File: config.mk
export PLATFORM = sky130hd
export DESIGN_NAME = intr_ctrl
export DESIGN_NICKNAME = d
export VERILOG_FILES = /design/src/rtl/intr_pkg.sv /design/src/rtl/intr_sync_edge.sv /design/src/rtl/intr_ctrl.sv
export SDC_FILE = /design/constraint.sdc
export NUM_CORES = 1
export LEC_CHECK = 0
export ABC_CLOCK_PERIOD_IN_PS = 1400
export BUFFER_PORTS_ARGS = -buffer_cell sky130_fd_sc_hd__buf_4
export CORE_ASPECT_RATIO = 1.4
export CORE_MARGIN = 8
export CORE_UTILIZATION = 49
export CTS_BUF_LIST = sky130_fd_sc_hd__clkbuf_2
export DETAILED_ROUTE_END_ITERATION = 8
export HOLD_SLACK_MARGIN = 0.06
export PLACE_DENSITY_LB_ADDON = 0.15
export SLEW_MARGIN = 40
export SYNTH_ARGS = -nofsm -noshare
export SYNTH_HDL_FRONTEND = slang
export SYNTH_SLANG_ARGS = --single-unit
File: constraint.sdc
create_clock -name clk -period 1.4 [get_ports clk]
set_input_delay 0 -clock clk [delete_from_list [all_inputs] [get_ports clk]]
set_output_delay 0 -clock clk [all_outputs]
set_load 0.01 [all_outputs]
File: src/rtl/intr_pkg.sv
// Shared defaults and state encoding for the interrupt controller.
// Parameter defaults live here so the top and the bench agree on them.
package intr_pkg;

  localparam int NSRC_DEF = 4;
  localparam int CW_DEF   = 2;

  typedef enum logic [1:0] {
    IDLE    = 2'd0,
    REQ     = 2'd1,
    SERVICE = 2'd2
  } intr_state_e;

endpackage

File: src/rtl/intr_sync_edge.sv
// Per-source 2-flop synchronizer followed by a third flop for rising-edge detect.
// The rise strobe is high for exactly one cycle per low-to-high transition of src.
module intr_sync_edge (
  input  logic clk,
  input  logic rst,
  input  logic src,
  output logic rise
);

  logic sync1;
  logic sync2;
  logic sync3;

  always_ff @(posedge clk or negedge rst) begin
    if (!rst) begin
      sync1 <= 1'b0;
      sync2 <= 1'b0;
      sync3 <= 1'b0;
    end else begin
      sync1 <= src;
      sync2 <= sync1;
      sync3 <= sync2;
    end
  end

  assign rise = sync2 & ~sync3;

endmodule

File: src/rtl/intr_ctrl.sv
// Edge-latched interrupt controller: pending/mask registers, lowest-index
// priority encoder and a non-nesting request/service state machine.
//
// state   | meaning
// IDLE    | no enabled source pending, no handler active
// REQ     | irq raised for the lowest enabled pending source
// SERVICE | handler running with the latched cause, waiting for eret
module intr_ctrl
  import intr_pkg::*;
#(
  parameter int NSRC = NSRC_DEF,
  parameter int CW   = CW_DEF
) (
  input  logic            clk,
  input  logic            rst,
  input  logic [NSRC-1:0] src,
  input  logic            mask_we,
  input  logic [NSRC-1:0] mask_wdata,
  input  logic            int_ack,
  input  logic            eret,
  output logic            irq,
  output logic [CW-1:0]   irq_cause,
  output logic [NSRC-1:0] pending,
  output logic            in_service
);

  logic [NSRC-1:0] rise;
  logic [NSRC-1:0] mask_q;
  logic [NSRC-1:0] pending_q;
  logic [NSRC-1:0] pending_d;
  logic [NSRC-1:0] active;
  logic [NSRC-1:0] clr;
  logic [CW-1:0]   enc;
  logic [CW-1:0]   cause_q;
  logic [CW-1:0]   cause_d;
  logic            any;
  intr_state_e     state_q;
  intr_state_e     state_d;

  for (genvar g = 0; g < NSRC; g++) begin : g_src
    intr_sync_edge u_sync (
      .clk  (clk),
      .rst  (rst),
      .src  (src[g]),
      .rise (rise[g])
    );
  end

  assign active = pending_q & mask_q;
  assign any    = |active;

  // Scan from the top down so the lowest set index is the last one written.
  always_comb begin
    enc = '0;
    for (int i = NSRC - 1; i >= 0; i--) begin
      if (active[i]) enc = CW'(i);
    end
  end

  always_comb begin
    state_d = state_q;
    cause_d = cause_q;
    clr     = '0;
    case (state_q)
      IDLE: begin
        if (any) state_d = REQ;
      end
      REQ: begin
        if (!any) begin
          state_d = IDLE;
        end else if (int_ack) begin
          state_d = SERVICE;
          cause_d = enc;
          clr     = NSRC'(1) << enc;
        end
      end
      SERVICE: begin
        if (eret) state_d = IDLE;
      end
      default: state_d = IDLE;
    endcase
  end

  // A new edge on the source being acknowledged keeps it pending.
  assign pending_d = (pending_q & ~clr) | rise;

  always_ff @(posedge clk or negedge rst) begin
    if (!rst) begin
      state_q   <= IDLE;
      cause_q   <= '0;
      pending_q <= '0;
      mask_q    <= '0;
    end else begin
      state_q   <= state_d;
      cause_q   <= cause_d;
      pending_q <= pending_d;
      if (mask_we) mask_q <= mask_wdata;
    end
  end

  assign irq        = (state_q == REQ);
  assign in_service = (state_q == SERVICE);
  assign irq_cause  = in_service ? cause_q : enc;
  assign pending    = pending_q;

endmodule
==> reports/qor_table.md <==
| Stage | Item | This run |
|---|---|---|
| outcome | Result of the run | finished, violations left |
| outcome | Violations in the final reports | setup timing |
| finish | Final instance area | 0.001411 mm² |
| cts | Sink Count | 24 |
| logic synthesis | Post-synthesis sequential element count | 24 |
| floorplanning | Die boundary width | 52.16 µm |
| power | Final Total Pwr | 2.280 mW |
| timing | Count of final hold-check violations | 0 |
| power | Switch share | 0.3028 |
| floorplanning | Core Box Area | 0.001757 mm² |
| routing | Detailed-route wire length per cell | 16.71 µm |
| setup path | Data arrival time of the critical path | 1.51 ns |
| power | P_sw | 690.3 µW |
| floorplanning | Number of standard-cell rows in the floorplan | 18 |
| grt | Number of global-route vias before repair | 755 |
| routing | Vias per cell | 5.050 |
| routing | DRC violations left | 0 |
| timing | Max Clock Skew | 0.001173 ns |
| min path | Worst min path class | input pin to flip-flop |
| finish | Layout overhead on the synthesized area | 57.32% |
| placed design | Post-detailed-placement half-perimeter wirelength | 1.238 mm |
| cts | Inserted Clock Buffers | 3 |
| timing | Final critical-path setup slack | -0.1073 ns |
| power | Relative contribution of sequential cells to total power | 0.395 |
| routing | Iteration-0 DRC count of the detailed router | 8 |
| placed design | Cell area after placement | 0.001067 mm² |
| cts | Later-pin clock latency in the skew report | 0.35 ns |
| routing | Total vias in the final route | 702 |
| logic synthesis | Post-Synthesis Cells | 66 |
| setup path | CP max FO | 2 |
| floorplanning | Ports | 21 |
| cts | CTS root buffer | sky130_fd_sc_hd__clkbuf_2 |
| logic synthesis | Synthesis warning total | 0 |
| cts | Maximum count of clock buffers along a single path | 2 |
| timing | Pin slew with the least headroom to its limit | 0.2938 ns |
| cts | Clock slew seen by the registers of the worst setup and hold paths | 0.22 ns |
| setup path | Kind of launch point of the worst setup path | flip-flop |
| power | Internal power consumption | 1.589 mW |
| floorplanning | Initial Util | 0.5107 |
| finish | Fillcell total | 105 |
| setup path | Critical register-to-register path startpoint | mask_q[1] |
| timing | Tcrit/Tclk final | 1.077 |
| setup path | WS Path Type | flip-flop to output port |
| cts | Clock tree from TritonCTS | yes |
| logic synthesis | Number of distinct library cell variants in the gate-level netlist after synthesis | 21 |
| power | Peak supply drop | 1.373 mV |
| timing | Unrepaired setup endpoints after global routing | yes |
| min path | HP Start | src[3] |
| placed design | # port buffers | 20 |
| routing | Total Wirelength | 2.322 mm |
| logic synthesis | Synthesized area divided by synthesized cell count | 13.59 µm² |
| placed design | Weighted congestion at the end of routability-driven global placement | 0.7299 |
| routing | Detailed-router iteration count before antenna repair | 4 |
| timing | Clock period minus worst slack | 1.507 ns |
| grt | Wire length of the first global-routing pass | 3.463 mm |
| power | Cell area power density | 1615 mW/mm² |
| finish | Net total in the final layout | 133 |
| finish | Commonest cells after routing, fill and taps aside | 32 x sky130_fd_sc_hd__buf_4, 24 x sky130_fd_sc_hd__dfrtp_1, 14 x sky130_fd_sc_hd__dlygate4sd3_1, 5 x sky130_fd_sc_hd__nand2_1 |
| grt | Total congestion overflow | 0 |
| timing | Relative slew slack | 0.8042 |
| logic synthesis | Sequential-to-total area share from yosys stat | 0.6695 |
| setup path | Critical path launch point | state_q[0] |
| grt | Initial antenna violation count | 0 |
| power | Combinational cell fraction of total power | 0.404 |
| grt | Total GRT Usage | 0.1362 |
| finish | Fraction of final layout cells with drive strength greater than 1 | 0.4874 |
| timing | Final max-slew violation count | 0 |
| grt | Pin count of the biggest net entering global routing | 25 |
| setup path | Endpoint type of the worst setup path | output port |
| routing | Antenna violation net count after detailed routing | 0 |
| timing | Number of setup violations in the final report | 3 |
| floorplanning | Die H | 66.63 µm |
| setup path | Required time of the worst setup path | 1.40 ns |
| flow run | Count of maximum capacitance violations | 0 |
| logic synthesis | Post-synthesis cell area | 897.1 µm² |
| finish | Antenna diode instance count | 0 |
| logic synthesis | Synthesized Nets | 79 |
| power | Fraction of power consumed by the clock network | 0.201 |
| finish | Most common cell after layout, fill and taps aside | sky130_fd_sc_hd__buf_4 |
| floorplanning | Floorplan die area | 0.003475 mm² |
| power | Leakage power | 0.6765 nW |
| timing | Maximum frequency from static timing analysis | 663.4 MHz |
| cts | Clock H-tree levels | 1 |
## logic make-up (layout without fill, tap and decap cells)
| logic type | count (synthesis) | in the layout | synth area share |
|---|---|---|---|
| compound gates | 13 | 13 | 0.1158 |
| mux | 6 | 6 | 0.07949 |
| simple gates | 17 | 17 | 0.1088 |
| buf+inv | 6 | 59 | 0.02650 |
| flops | 24 | 24 | 0.6695 |
## cell usage after synthesis
cell type | instances | area (µm²)
sky130_fd_sc_hd__nand4b_1 | 1 | 8.760
sky130_fd_sc_hd__mux2_4 | 1 | 15.01
sky130_fd_sc_hd__a22o_4 | 2 | 35.03
sky130_fd_sc_hd__inv_1 | 5 | 18.77
sky130_fd_sc_hd__nor2b_1 | 1 | 6.260
sky130_fd_sc_hd__and3b_1 | 1 | 8.760
sky130_fd_sc_hd__nand3b_1 | 1 | 7.510
sky130_fd_sc_hd__o22ai_1 | 1 | 6.260
sky130_fd_sc_hd__nand2_1 | 7 | 26.28
sky130_fd_sc_hd__nor2_2 | 1 | 6.260
sky130_fd_sc_hd__o21ai_0 | 4 | 20.02
sky130_fd_sc_hd__and2b_1 | 1 | 7.510
sky130_fd_sc_hd__nand3_1 | 3 | 15.01
sky130_fd_sc_hd__mux2_2 | 5 | 56.30
sky130_fd_sc_hd__buf_2 | 1 | 5.000
sky130_fd_sc_hd__a22o_1 | 2 | 17.52
sky130_fd_sc_hd__a211oi_1 | 1 | 7.510
sky130_fd_sc_hd__nor2_4 | 1 | 11.26
sky130_fd_sc_hd__a21oi_1 | 2 | 10.01
sky130_fd_sc_hd__a21boi_0 | 1 | 7.510
sky130_fd_sc_hd__dfrtp_1 | 24 | 600.6
## layout make-up
cell class | count | area [µm²] | area share
sequential | 24 | 600.6 | 0.4255
clock inverter | 1 | 30.03 | 0.02128
inverter | 5 | 18.77 | 0.01330
tap | 20 | 25.02 | 0.01773
clock buffer | 3 | 15.01 | 0.01064
multi-input combinational | 36 | 296.5 | 0.2101
timing repair buffer | 50 | 425.4 | 0.3014
## power by group through the flow
stage	Clock (mW)	Combinational, mW	Sequential [mW]
5_1_grt	0.487	0.990	0.911
4_1_cts	0.463	0.806	0.885
3_3_place_gp	0	0.545	0.922
6_report	0.459	0.921	0.900
2_1_floorplan	0	0.320	0.919
3_5_place_dp	0	0.555	0.932
## flip-flops by register name, indices dropped and copies added, names as in the netlist
| name | flops |
|---|---|
| mask_q | 4 |
| state_q | 2 |
| g_src.u_sync.sync1 | 4 |
| cause_q | 2 |
| g_src.u_sync.sync3 | 4 |
| pending | 4 |
| g_src.u_sync.sync2 | 4 |
## worst max-delay path, cell delays in order (launching register included)
cell	delay [ns]
sky130_fd_sc_hd__dfrtp_1	0.42
sky130_fd_sc_hd__and2b_2	0.24
sky130_fd_sc_hd__inv_2	0.07
sky130_fd_sc_hd__mux2_4	0.30
sky130_fd_sc_hd__buf_6	0.12
## final timing paths
check / to / slack (ns) / depth (start not counted)
max: irq_cause[0] / -0.11 / 4
min: g_src[3].u_sync.sync1 / 0.28 / 2
max reg2reg: cause_q[0] / -0.03 / 5
min reg2reg: g_src[1].u_sync.sync2 / 0.38 / 0
max in group asynchronous: cause_q[1] / 0.60 / 3
min in group asynchronous: mask_q[0] / 0.58 / 3
## repair_timing
item	CTS	global route
buffers inserted	11	5
pin swaps	3	4
hold buffers	15	0
setup endpoints to repair	2	5
gates resized for setup	7	8
hold endpoints to repair	34	0
## per-layer routing
metal / part of all wire / wire length [µm] / track usage / up-vias
met5: 0 / 0 / 0 / -
met4: 0.014 / 32 / 0.06818 / 0
met3: 0.051 / 119 / 0.04454 / 4
met2: 0.54 / 1265 / 0.2395 / 20
met1: 0.39 / 904 / 0.1386 / 345
li1: - / - / - / 333
## metrics by stage
step | worst slack [ns] | hold WS (ns) | std cells | setup TNS (ns) | utilization
5_1_grt | -0.1567 | 0.2526 | 139 | -0.3941 | 0.8034
6_report | -0.1073 | 0.2795 | 139 | -0.2227 | 0.8034
2_1_floorplan | 0.1417 | -0.2956 | 66 | 0 | -
3_5_place_dp | 0.1064 | -0.08736 | 105 | 0 | 0.6076
4_1_cts | -0.04609 | 0.2641 | 135 | -0.05273 | 0.7735
3_3_place_gp | 0.1506 | -0.08966 | 105 | 0 | 0.6076
No activity file was read; power rests on OpenSTA's default activity.
